File: src/rtl/nitta_i2c_pkg.sv
// Shared types and sizing helpers for the NITTA I2C transmit path.
// Holds the sequencer state encoding and the word-to-byte slicing rule.
package nitta_i2c_pkg;

    typedef enum logic [1:0] {
        ST_IDLE  = 2'd0,
        ST_SEND  = 2'd1,
        ST_ABORT = 2'd2
    } state_e;

    function automatic int bytes_per_word(input int data_w, input int byte_w);
        return data_w / byte_w;
    endfunction

    function automatic int ptr_width(input int depth);
        return (depth <= 1) ? 1 : $clog2(depth);
    endfunction

    function automatic int cnt_width(input int depth);
        return $clog2(depth + 1);
    endfunction

    function automatic int idx_width(input int n);
        return (n <= 1) ? 1 : $clog2(n);
    endfunction

    // Byte 0 is the most significant byte of the word.
    function automatic int byte_lsb(input int idx, input int data_w, input int byte_w);
        return data_w - (idx + 1) * byte_w;
    endfunction

endpackage

File: src/rtl/nitta_i2c_tx_controller_if.sv
// NITTA-side word port and I2C byte-engine port of the transmit sequencer.
// slave is the sequencer's view; master is the view of whoever drives it.
interface nitta_i2c_tx_controller_if #(
    parameter int DATA_WIDTH     = 32,
    parameter int I2C_DATA_WIDTH = 8,
    parameter int DEPTH          = 4
);
    logic                                         nitta_wr;
    logic [DATA_WIDTH-1:0]                        nitta_data;
    logic                                         nitta_full;
    logic [nitta_i2c_pkg::cnt_width(DEPTH)-1:0]   buf_count;
    logic [I2C_DATA_WIDTH-1:0]                    to_i2c;
    logic                                         i2c_valid;
    logic                                         i2c_last;
    logic                                         i2c_ack;
    logic                                         i2c_nack;
    logic                                         word_done;
    logic                                         abort;
    logic                                         overflow;

    modport slave (
        input  nitta_wr, nitta_data, i2c_ack, i2c_nack,
        output nitta_full, buf_count, to_i2c, i2c_valid, i2c_last,
               word_done, abort, overflow
    );

    modport master (
        output nitta_wr, nitta_data, i2c_ack, i2c_nack,
        input  nitta_full, buf_count, to_i2c, i2c_valid, i2c_last,
               word_done, abort, overflow
    );
endinterface

File: src/rtl/nitta_i2c_word_fifo.sv
// Circular word buffer: push/pop in one cycle, head word readable combinationally.
// Push while full without a same-cycle pop is dropped and latches a sticky overflow.
module nitta_i2c_word_fifo
    import nitta_i2c_pkg::*;
#(
    parameter int DATA_WIDTH = 32,
    parameter int DEPTH      = 4
) (
    input  logic                           clk,
    input  logic                           rst,
    input  logic                           i_push,
    input  logic [DATA_WIDTH-1:0]          i_data,
    input  logic                           i_pop,
    input  logic                           i_flush,
    output logic [DATA_WIDTH-1:0]          o_head,
    output logic [cnt_width(DEPTH)-1:0]    o_count,
    output logic                           o_full,
    output logic                           o_overflow
);
    localparam int PW = ptr_width(DEPTH);
    localparam int CW = cnt_width(DEPTH);

    logic [DATA_WIDTH-1:0] r_mem [DEPTH];
    logic [PW-1:0]         r_head;
    logic [PW-1:0]         r_tail;
    logic [CW-1:0]         r_count;
    logic                  r_overflow;
    logic                  w_full;
    logic                  w_push_ok;

    assign w_full    = (r_count == CW'(DEPTH));
    // A pop in the same cycle frees the slot the push needs; a flush wins over both.
    assign w_push_ok = i_push && !i_flush && (!w_full || i_pop);

    always_ff @(posedge clk) begin
        if (w_push_ok) begin
            r_mem[r_tail] <= i_data;
        end
    end

    always_ff @(posedge clk or negedge rst) begin
        if (!rst) begin
            r_head     <= '0;
            r_tail     <= '0;
            r_count    <= '0;
            r_overflow <= 1'b0;
        end else begin
            if (i_flush) begin
                r_head  <= r_tail;
                r_count <= '0;
            end else begin
                if (w_push_ok) begin
                    r_tail <= r_tail + PW'(1);
                end
                if (i_pop) begin
                    r_head <= r_head + PW'(1);
                end
                case ({w_push_ok, i_pop})
                    2'b10:   r_count <= r_count + CW'(1);
                    2'b01:   r_count <= r_count - CW'(1);
                    default: r_count <= r_count;
                endcase
            end
            if (i_push && !i_flush && !w_push_ok) begin
                r_overflow <= 1'b1;
            end
        end
    end

    assign o_head     = r_mem[r_head];
    assign o_count    = r_count;
    assign o_full     = w_full;
    assign o_overflow = r_overflow;

endmodule

File: src/rtl/nitta_i2c_tx_controller.sv
// Buffers NITTA words and serves them MSB-first to the I2C byte engine; first byte 2 edges after write.
// Bytes advance on i2c_ack with no bubbles; NACK flushes the buffer and pulses abort.
module nitta_i2c_tx_controller
    import nitta_i2c_pkg::*;
#(
    parameter int DATA_WIDTH     = 32,
    parameter int I2C_DATA_WIDTH = 8,
    parameter int DEPTH          = 4
) (
    input  logic                       clk,
    input  logic                       rst,
    nitta_i2c_tx_controller_if.slave   bus
);
    localparam int BYTES = bytes_per_word(DATA_WIDTH, I2C_DATA_WIDTH);
    localparam int IW    = idx_width(BYTES);
    localparam int CW    = cnt_width(DEPTH);
    localparam logic [IW-1:0] LAST_IDX = IW'(BYTES - 1);

    state_e                    r_state;
    state_e                    w_state_nxt;
    logic [IW-1:0]             r_byte_idx;
    logic [IW-1:0]             w_byte_idx_nxt;
    logic                      r_word_done;
    logic                      w_word_done_nxt;
    logic                      r_abort;
    logic                      w_abort_nxt;
    logic                      w_pop;
    logic                      w_flush;
    logic                      w_send;
    logic                      w_last_byte;
    logic [DATA_WIDTH-1:0]     w_head;
    logic [CW-1:0]             w_count;
    logic                      w_full;
    logic                      w_overflow;
    logic [I2C_DATA_WIDTH-1:0] w_bytes [BYTES];

    nitta_i2c_word_fifo #(
        .DATA_WIDTH (DATA_WIDTH),
        .DEPTH      (DEPTH)
    ) u_fifo (
        .clk        (clk),
        .rst        (rst),
        .i_push     (bus.nitta_wr),
        .i_data     (bus.nitta_data),
        .i_pop      (w_pop),
        .i_flush    (w_flush),
        .o_head     (w_head),
        .o_count    (w_count),
        .o_full     (w_full),
        .o_overflow (w_overflow)
    );

    for (genvar gi = 0; gi < BYTES; gi++) begin : g_slice
        assign w_bytes[gi] = w_head[byte_lsb(gi, DATA_WIDTH, I2C_DATA_WIDTH) +: I2C_DATA_WIDTH];
    end

    assign w_send      = (r_state == ST_SEND);
    assign w_last_byte = (r_byte_idx == LAST_IDX);

    always_ff @(posedge clk or negedge rst) begin
        if (!rst) begin
            r_state     <= ST_IDLE;
            r_byte_idx  <= '0;
            r_word_done <= 1'b0;
            r_abort     <= 1'b0;
        end else begin
            r_state     <= w_state_nxt;
            r_byte_idx  <= w_byte_idx_nxt;
            r_word_done <= w_word_done_nxt;
            r_abort     <= w_abort_nxt;
        end
    end

    always_comb begin
        w_state_nxt     = r_state;
        w_byte_idx_nxt  = r_byte_idx;
        w_word_done_nxt = 1'b0;
        w_abort_nxt     = 1'b0;
        w_pop           = 1'b0;
        w_flush         = 1'b0;
        case (r_state)
            ST_IDLE: begin
                if (w_count != '0) begin
                    w_state_nxt = ST_SEND;
                end
            end
            ST_SEND: begin
                if (bus.i2c_nack) begin
                    w_flush        = 1'b1;
                    w_byte_idx_nxt = '0;
                    w_abort_nxt    = 1'b1;
                    w_state_nxt    = ST_ABORT;
                end else if (bus.i2c_ack) begin
                    if (w_last_byte) begin
                        w_pop           = 1'b1;
                        w_byte_idx_nxt  = '0;
                        w_word_done_nxt = 1'b1;
                        // A write landing with the final pop keeps the buffer non-empty.
                        if (w_count == CW'(1) && !bus.nitta_wr) begin
                            w_state_nxt = ST_IDLE;
                        end
                    end else begin
                        w_byte_idx_nxt = r_byte_idx + IW'(1);
                    end
                end
            end
            ST_ABORT: begin
                w_state_nxt = ST_IDLE;
            end
            default: begin
                w_state_nxt = ST_IDLE;
            end
        endcase
    end

    assign bus.to_i2c     = w_send ? w_bytes[r_byte_idx] : '0;
    assign bus.i2c_valid  = w_send;
    assign bus.i2c_last   = w_send && w_last_byte && (w_count == CW'(1));
    assign bus.word_done  = r_word_done;
    assign bus.abort      = r_abort;
    assign bus.nitta_full = w_full;
    assign bus.buf_count  = w_count;
    assign bus.overflow   = w_overflow;

endmodule

File: src/flat_wrapper.sv
// flat-port wrapper written by rule: the top's interface ports become plain ports
module nitta_i2c_tx_controller_flat import nitta_i2c_pkg::*;
#(
    parameter int DATA_WIDTH     = 32,
    parameter int I2C_DATA_WIDTH = 8,
    parameter int DEPTH          = 4
)
  (clk, rst, bus_nitta_wr, bus_nitta_data, bus_i2c_ack, bus_i2c_nack, bus_nitta_full, bus_buf_count, bus_to_i2c, bus_i2c_valid, bus_i2c_last, bus_word_done, bus_abort, bus_overflow);
  nitta_i2c_tx_controller_if #(.DATA_WIDTH(DATA_WIDTH), .I2C_DATA_WIDTH(I2C_DATA_WIDTH), .DEPTH(DEPTH)) bus_i ();
  input  logic clk;
  input  logic rst;
  input wire logic [$bits(bus_i.nitta_wr)-1:0] bus_nitta_wr;
  input wire logic [$bits(bus_i.nitta_data)-1:0] bus_nitta_data;
  input wire logic [$bits(bus_i.i2c_ack)-1:0] bus_i2c_ack;
  input wire logic [$bits(bus_i.i2c_nack)-1:0] bus_i2c_nack;
  output wire logic [$bits(bus_i.nitta_full)-1:0] bus_nitta_full;
  output wire logic [$bits(bus_i.buf_count)-1:0] bus_buf_count;
  output wire logic [$bits(bus_i.to_i2c)-1:0] bus_to_i2c;
  output wire logic [$bits(bus_i.i2c_valid)-1:0] bus_i2c_valid;
  output wire logic [$bits(bus_i.i2c_last)-1:0] bus_i2c_last;
  output wire logic [$bits(bus_i.word_done)-1:0] bus_word_done;
  output wire logic [$bits(bus_i.abort)-1:0] bus_abort;
  output wire logic [$bits(bus_i.overflow)-1:0] bus_overflow;
  assign bus_i.nitta_wr = bus_nitta_wr;
  assign bus_i.nitta_data = bus_nitta_data;
  assign bus_i.i2c_ack = bus_i2c_ack;
  assign bus_i.i2c_nack = bus_i2c_nack;
  assign bus_nitta_full = bus_i.nitta_full;
  assign bus_buf_count = bus_i.buf_count;
  assign bus_to_i2c = bus_i.to_i2c;
  assign bus_i2c_valid = bus_i.i2c_valid;
  assign bus_i2c_last = bus_i.i2c_last;
  assign bus_word_done = bus_i.word_done;
  assign bus_abort = bus_i.abort;
  assign bus_overflow = bus_i.overflow;
  nitta_i2c_tx_controller #(.DATA_WIDTH(DATA_WIDTH), .I2C_DATA_WIDTH(I2C_DATA_WIDTH), .DEPTH(DEPTH)) u_core (.clk(clk), .rst(rst), .bus(bus_i));
endmodule
File: config.mk
export PLATFORM = sky130hd
export DESIGN_NAME = nitta_i2c_tx_controller_flat
export DESIGN_NICKNAME = d
export VERILOG_FILES = /design/src/rtl/nitta_i2c_pkg.sv /design/src/rtl/nitta_i2c_tx_controller_if.sv /design/src/rtl/nitta_i2c_word_fifo.sv /design/src/rtl/nitta_i2c_tx_controller.sv /design/src/flat_wrapper.sv
export SDC_FILE = /design/constraint.sdc
export NUM_CORES = 1
export LEC_CHECK = 0
export ABC_AREA = 1
export CAP_MARGIN = 10
export CORE_ASPECT_RATIO = 0.75
export CORE_MARGIN = 1.5
export CORE_UTILIZATION = 58
export CTS_CLUSTER_DIAMETER = 150
export DETAILED_ROUTE_END_ITERATION = 10
export PLACE_DENSITY = 0.79
export SETUP_SLACK_MARGIN = 0.4
export SKIP_CTS_REPAIR_TIMING = 1
export SYNTH_ARGS = -nofsm -noshare
export SYNTH_HDL_FRONTEND = slang
export SYNTH_SLANG_ARGS = --single-unit
File: constraint.sdc
create_clock -name clk -period 3.4 [get_ports clk]
set_input_delay 0.51 -clock clk [delete_from_list [all_inputs] [get_ports clk]]
set_output_delay 0.51 -clock clk [all_outputs]
set_load 0.03 [all_outputs]
# Word-level counts from Yosys, hierarchy flattened
# Memory sizes are Yosys's and may differ from the RTL's.
# Index checks and enable logic that the tools add are counted.
# word_totals
regBits	14
ram_bits	128
input_bits	37
out_inout_bits	17
word_cells	71
n_memories	1
# memory_table
memory	words	word_bits	read_ports	rd_ports_with_merged_regs	wr	line_no	text
u_core.u_fifo.r_mem	4	32	1	0	1	nitta_i2c_word_fifo.sv:23	logic [DATA_WIDTH-1:0] r_mem [DEPTH];
# op_classes
n_addsub	5
n_lt_le_gt_ge	1
n_eq_ne	10
mux	25
bitwise_logic	2
n_reduce_logical	19
# op_table
op	n
$mux 8	3
$mux 2	10
$bmux 8 s2	1
$ne 3x3->1 const B	3
$mux 1	8
$add 2x1->2 const B	3
$logic_and 1x1->1	6
$pmux 3 s2	1
$reduce_bool 3->1	2
$eq 2x1->1 const B	2
$eq 2x2->1 const B	2
$logic_not 1->1	4
$pmux 2 s2	1
$reduce_and 2->1	2
$reduce_and 4->1	1
$reduce_bool 2->1	2
$add 3x1->3 const B	1
$eq 3x1->1 const B	1
$eq 3x3->1 const B	1
$ge 3x3->1 const B	1
$mux 3	1
$not 2->3	1
$sub 3x1->3 const B	1
$logic_not 2->1	1
other kinds (3)	3

# Longest topological paths before layout
# Gate-level depths: netlist of the first run.
# depth
word_depth	10
ltp_mapped	10
ltp_nobuf	10

# Hierarchy
# Synthesis of the first run repeated with hierarchy kept, for this count alone.
# unflattened
cells_unflattened	475
hier_area_um2	6173.4
# modules_own_cells
mod	n_inst	cells_per_inst	area_per_inst_um2	seq_area_each_um2
nitta_i2c_word_fifo	1	377	5575.3	4043.9
nitta_i2c_tx_controller	1	98	598.1	150.1

# Worst setup path after synthesis of the first run
# No wires, ideal clock.
# synth_timing
path_kind	reg2reg
from	register u_core.u_fifo.r_count[0], in the netlist u_core.u_fifo.o_count[0]
to	memory u_core.u_fifo.r_mem[0][0] (enable)
setup_ns	0.421
arrival_ns	2.496
t_required_ns	2.979
path_slack_ns	0.483
stages_incl_launch_ff	6
n_path_buf	0
period_less_slack_ns	2.917
path_cell_list	dfrtp_1 inv_1 ha_1 nand2_1 o21ai_4 nor2_1
# synth_via
elab_chain_len	6
# synth_lines
element	line_no	text
start: declaration	nitta_i2c_word_fifo.sv:26	logic [CW-1:0] r_count;
start signal: assignment	nitta_i2c_word_fifo.sv:59	2'b10: r_count <= r_count + CW'(1);
start signal: assignment	nitta_i2c_word_fifo.sv:60	2'b01: r_count <= r_count - CW'(1);
start signal: assignment	nitta_i2c_word_fifo.sv:61	default: r_count <= r_count;
$eq 3x3->1	nitta_i2c_word_fifo.sv:31	assign w_full = (r_count == CW'(DEPTH));
$logic_not 1->1	nitta_i2c_word_fifo.sv:33	assign w_push_ok = i_push && !i_flush && (!w_full || i_pop);
$logic_or 1x1->1	nitta_i2c_word_fifo.sv:33	
$logic_and 1x1->1	nitta_i2c_word_fifo.sv:33	
$mux 1	nitta_i2c_word_fifo.sv:36	if (w_push_ok) begin
$mux 1 (implied by the code)	nitta_i2c_word_fifo.sv:37	r_mem[r_tail] <= i_data;
end: declaration	nitta_i2c_word_fifo.sv:23	
# No other way between the ends.

# Final worst setup path of the first run
# layout_timing
from	register u_core.u_fifo.r_head[0]
to	output port bus_to_i2c[1]
# layout_via
elab_chain_len	5
# layout_lines
element	line_no	text
start: declaration	nitta_i2c_word_fifo.sv:24	logic [PW-1:0] r_head;
start signal: assignment	nitta_i2c_word_fifo.sv:49	r_head <= r_tail;
start signal: assignment	nitta_i2c_word_fifo.sv:56	r_head <= r_head + PW'(1);
$mem_v2 4x32	--	
$bmux 8 s2	nitta_i2c_tx_controller.sv:116	assign bus.to_i2c = w_send ? w_bytes[r_byte_idx] : '0;
$mux 8 (implied by the code) (2 in series)	nitta_i2c_tx_controller.sv:116	
$mux 8	nitta_i2c_tx_controller.sv:116	
end: declaration	flat_wrapper.sv:18	output wire logic [$bits(bus_i.to_i2c)-1:0] bus_to_i2c;
# No other way between the ends. The select of a mux whose other input is x is not followed.

==> results of run 1 <==
[where the power goes]
group | internal (mW) | total, mW | switching [mW]
Sequential | 2.29 | 2.43 | 0.143
Clock | 1.00 | 1.64 | 0.634
Combinational | 0.769 | 2.37 | 1.60
Total | 4.06 | 6.44 | 2.38
[metrics by stage]
| stage | cells | area, um2 | setup WS, ns | hold WS, ns |
|---|---|---|---|---|
| CTS | 816 | 7480 | 0.130 | 0.472 |
| global placement | 784 | 6960 | 0.615 | 0.455 |
| detailed placement | 784 | 6960 | 0.598 | 0.460 |
| floorplan | 606 | 6280 | 0.483 | 0.214 |
| global route | 816 | 7510 | 0.207 | 0.488 |
| finish | 816 | 7510 | 0.319 | 0.468 |
[synthesized netlist by cell type, drive strengths merged]
master	count	area [um2]
nand2	214	816
buf	21	141
clkbuf	5	18.8
o21ai	6	41.3
or2	1	6.26
inv	87	327
nor3	1	5.00
clkinv	3	11.3
xor2	2	17.5
nor2	11	48.8
dfrtp	14	350
a31o	1	8.76
nand3	88	445
xnor2	1	8.76
ha	9	113
edfxtp	128	3840
o31ai	1	7.51
nand4	2	12.5
o211ai	1	7.51
a21oi	10	50.1
[layout make-up]
class | count | area (um2) | share of cell area, %
Tap cell | 136 | 170 | 2.27
Multi-Input combinational cell | 348 | 1600 | 21.3
Clock buffer | 29 | 510 | 6.80
Timing Repair Buffer | 68 | 681 | 9.06
Sequential cell | 142 | 4200 | 55.8
Clock inverter | 3 | 13.8 | 0.183
Inverter | 90 | 344 | 4.58
[logic make-up after synthesis]
group | count (synthesis) | share of synthesized area (%)
DFF | 142 | 66.8
xor gates and xnor gates | 3 | 0.418
and+or+nand+nor | 317 | 21.2
adders and majority gates | 9 | 1.79
AOI/OAI and AO/OA | 19 | 1.83
buffers and inverters | 116 | 7.93
[registers in the layout (all words and copies together), names as in the netlist]
name,flops
u_core.u_fifo.r_head,2
u_core.u_fifo.o_overflow,1
u_core.u_fifo.r_mem,128
u_core.u_fifo.o_count,3
u_core.r_state,2
u_core.bus.word_done,1
u_core.bus.abort,1
u_core.r_byte_idx,2
u_core.u_fifo.r_tail,2
[worst register-to-register path: stages, from the launching register on]
cell and delay [ns]:
dfrtp_1 0.61, ha_1 0.25, nand2_1 0.08, inv_1 0.10, nand3_2 0.14, inv_1 0.20
o21ai_4 0.12, nor2_2 0.10, buf_4 0.44
[layout by cell type, fill, tap and decap left out, drive strengths merged, types with 6 or more instances in the layout]
cell type,n
ha,9
nor2,11
nand2,214
dlymetal6s2s,7
clkdlybuf4s50,46
dfrtp,14
buf,15
edfxtp,128
inv,87
nand3,88
o21ai,6
a21oi,10
clkbuf,29
[final timing paths]
path	from	end	slack (ns)
worst max-delay path	u_core.u_fifo.r_head[0]$_DFFE_PN0P_	bus_to_i2c[1]	0.32
worst min-delay path	u_core.u_fifo.o_overflow$_DFFE_PN0P_	u_core.u_fifo.o_overflow$_DFFE_PN0P_	0.47
worst max register to register	u_core.r_byte_idx[1]$_DFFE_PN0P_	u_core.u_fifo.r_mem[3][15]$_DFFE_PP_	0.95
worst min register to register	u_core.u_fifo.o_overflow$_DFFE_PN0P_	u_core.u_fifo.o_overflow$_DFFE_PN0P_	0.47
max in group asynchronous	rst	u_core.u_fifo.r_head[0]$_DFFE_PN0P_	2.40
min in group asynchronous	rst	u_core.u_fifo.o_count[0]$_DFFE_PN0P_	0.52
[routing by layer]
metal | wire [um] | track usage, % | vias to the layer above
met1 | 6140 | 37.9 | 2122
li1 | - | - | 2092
met5 | 0 | 0 | -
met2 | 6540 | 39.6 | 186
met3 | 1100 | 7.50 | 21
met4 | 199 | 8.05 | 0
==> flow_summary.ini, run 1 <==
[detailed_routing]
wl_per_cell_um = 17.1
routed_wl_um = 14000
viasPerCell = 5.42
num_vias = 4421
drt_iter0_markers = 532
drt-pass1-iter-count = 5
drc = 0
ant_nets = 0

[sta]
rsz0062_at_grt = true
setup_tns_ns = 0
hold_violations = 0
fmax_mhz = 325
final-max-slew-violation-count = 0
tightest_slew_ns = 0.701
finClkSkew_ns = 0.0118
setup_viol = 0
fin_crit_ns = 3.08
fin_crit_sh_pct = 90.6
max_slew_margin_pct = 53.1

[place]
dp_hpwl_um = 8790
port-buffer-count = 53
gp_congestion = 0.916

[clock_network]
htreeDepth = 4
cts_root_buffer = clkbuf_16
clkTransAtPathRegs_ns = 0.05
cts_buffer_depth = 2
clkSinkCount = 142
cts_buffers = 17
clock_latency_ns = 0.42
cts_tree = yes

[logic_synthesis]
synthCells = 606
synth_area_mm2 = 0.00628
ys_ff_latch = 142
yosys_warnings = 0
synth_seq_area_share_pct = 66.8
ys_types = 28
syn-mean-instance-area_um2 = 10.4
synth_nets = 652

[critical_path]
cp_slowest_cell = clkdlybuf4s50_1
cp-start-kind = flop
crit_top_cell = nand2_1
crit_buf_inv = 3
crit_chain = inv_4 > buf_12 > nand2_1 > nand2_1 > nand2_1 > nand3_1 > nand3_1 > a21oi_1 > clkdlybuf4s50_1
criticalPathCategory = reg -> out
cp_slowest_stage_delay_ns = 0.71
cp_top_family = buffers and inverters
critPathMaxFanout = 29
critical_path_depth = 9
cp_data_arrival_time_ns = 2.57
crit_required_ns = 2.89
critPathCaptureType = output pin
r2r_cells = 8

[grt]
track_usage_pct = 26.4
grt_pass1_wl_um = 22000
globalRoute.totalOverflow = 0
grt_max_degree = 66
grt_pass1_vias = 4180
grt_antenna_before_repair = 0

[job]
max_cap_violations = 0

[die]
ios = 54
die_area_mm2 = 0.0115
fp.dieH_um = 93.1
die_width_um = 123
core_area_mm2 = 0.0104
start_util_pct = 60.3
num_rows = 32

[final_layout]
layout.nets = 713
final_core_util_pct = 72.2
area_growth_pct = 19.6
n_fill_cell = 714
antenna_cells = 0
drive_above_1_share_pct = 7.79

[pwr]
irDropWorstVdd_uv = 764
p_total_mw = 6.44
power_density_mw_per_mm2 = 857
p_leak_nw = 3.32

[hold_path]
min_path_cells = 1
hp-class = reg -> reg

[outcome]
status = finished, final reports clean
Note: power is estimated with default switching activity, not from simulation.
==> inputs of run 2 (changes only) <==
==> constraint.sdc (replaced) <==
create_clock -name clk -period 3 [get_ports clk]
set_input_delay 0.45 -clock clk [delete_from_list [all_inputs] [get_ports clk]]
set_output_delay 0.45 -clock clk [all_outputs]
set_load 0.03 [all_outputs]
==> flow_summary.ini, run 2 (synthesis gave the netlist of run 1 again) <==
[outcome]
status = finished, final reports clean

[place]
placed_cells = 785
gp_congestion = 0.873
dp_hpwl_um = 9050
dp_slack_ns = 0.440
port-buffer-count = 53

[grt]
grt_pass1_vias = 4328
grt_pass1_wl_um = 22700
grt_max_degree = 66
grt_antenna_before_repair = 0
globalRoute.totalOverflow = 0
track_usage_pct = 27.3

[die]
num_rows = 32
fp.dieH_um = 93.1
die_width_um = 123
core_area_mm2 = 0.0104
die_area_mm2 = 0.0115
ios = 54
start_util_pct = 60.3

[critical_path]
r2r_cells = 9
critical_path_depth = 9
crit_required_ns = 2.55
cp_top_family = buffers and inverters
criticalPathCategory = reg -> out
cp_data_arrival_time_ns = 2.10
cp-start-kind = flop
crit_buf_inv = 3
cp_slowest_stage_delay_ns = 0.43
crit_chain = inv_2 > buf_12 > nand2_1 > nand2_1 > nand2_1 > nand3_1 > nand3_1 > a21oi_1 > clkbuf_2
critPathCaptureType = output pin
critPathMaxFanout = 36
crit_top_cell = nand2_1
cp_slowest_cell = dfrtp_2

[pwr]
clock_power_share_pct = 26.5
swShare_pct = 37.2
p_int_mw = 4.63
irDropWorstVdd_uv = 749
p_comb_share_pct = 36.1
power_switching_mw = 2.75
p_leak_nw = 3.30
p_total_mw = 7.38
power_density_mw_per_mm2 = 982
power_frac_seq_pct = 37.4

[sta]
max_slew_margin_pct = 53.4
tightest_slew_ns = 0.698
layout_setup_ws_ns = 0.449
rsz0062_at_grt = true
finClkSkew_ns = 0.00973
fmax_mhz = 392
holdWs_ns = 0.459
fin_crit_ns = 2.55
hold_violations = 0
fin_crit_sh_pct = 85.0
setup_viol = 0
final-max-slew-violation-count = 0

[detailed_routing]
wl_per_cell_um = 17.7
num_vias = 4502
drc = 0
routed_wl_um = 14400
ant_nets = 0
drt_iter0_markers = 659
drt-pass1-iter-count = 5
viasPerCell = 5.51

[final_layout]
final_core_util_pct = 72.2
final_common_cell = nand2_1
largest_reg_flops = 128
fin_cells = 817
final_cell_mix = 211 x nand2_1, 128 x edfxtp_1, 87 x nand3_1
area_growth_pct = 19.7
drive_above_1_share_pct = 9.54
antenna_cells = 0
layout.nets = 714
largest_register = u_core.u_fifo.r_mem

[clock_network]
clkSinkCount = 142
cts_buffer_depth = 2
htreeDepth = 4
cts_buffers = 17
clock_latency_ns = 0.41
clkTransAtPathRegs_ns = 0.06
cts_tree = yes
cts_root_buffer = clkbuf_16

[hold_path]
hp-class = in -> async

[job]
max_cap_violations = 0
## run 2: cell count changes in the layout (fill, tap and decap cells not counted), sizes merged
cell	delta
dlymetal6s2s	-4
clkinv	+3
clkdlybuf4s50	-3
clkbuf	+3
bufinv	+1
buf	+1
## run 2: through the flow
step                setup TNS [ns]  instance area [um2]
detailed placement               0                 6990
finish                           0                 7510
global placement                 0                 6990
floorplan                        0                 6280
CTS                        -0.0171                 7540
global route                     0                 7510
## run 2: cell type report
type,instances,area [um2]
Clock inverter,7,62.6
Multi-Input combinational cell,348,1600
Inverter,90,338
Tap cell,136,170
Fill cell,722,2900
Clock buffer,25,485
Timing Repair Buffer,69,664
Sequential cell,142,4200
## run 2: metal layers
metal  vias up  wire length (um)  part of all wire (%)  GRT usage, %
li1       2093                 -                     -             -
met1      2116              6310                    44          39.8
met2       268              6580                    46          40.1
met3        25              1370                   9.5          7.32
met4         0               193                   1.3          9.10
met5         -                 0                     0             0
## run 2: worst paths after layout
kind / start / endpoint / slack [ns]
worst max-delay path: u_core.u_fifo.r_head[0]$_DFFE_PN0P_ / bus_to_i2c[0] / 0.45
worst min-delay path: rst / u_core.u_fifo.r_tail[1]$_DFFE_PN0P_ / 0.46
worst max register to register: u_core.r_byte_idx[0]$_DFFE_PN0P_ / u_core.u_fifo.r_mem[1][7]$_DFFE_PP_ / 0.60
worst min register to register: u_core.u_fifo.o_overflow$_DFFE_PN0P_ / u_core.u_fifo.o_overflow$_DFFE_PN0P_ / 0.46
max in group asynchronous: rst / u_core.u_fifo.r_head[0]$_DFFE_PN0P_ / 2.05
min in group clk: u_core.u_fifo.o_overflow$_DFFE_PN0P_ / u_core.u_fifo.o_overflow$_DFFE_PN0P_ / 0.46
## run 2: power groups by stage
stage | registers, mW | clock network, mW | logic, mW
2_1_floorplan | 2.79 | 0 | 1.79
3_3_place_gp | 2.78 | 0 | 2.61
3_5_place_dp | 2.79 | 0 | 2.66
4_1_cts | 2.75 | 1.97 | 2.69
5_1_grt | 2.79 | 2.04 | 2.95
6_report | 2.76 | 1.96 | 2.67
## run 2: worst reg2reg max path, delay by kind of cell, from the launching register on
kind	cells	cell delay, ns
buffers and inverters	4	0.90
and+or+nand+nor	3	0.49
DFF	1	0.34
AOI/OAI and AO/OA	1	0.12
adders and majority gates	1	0.21
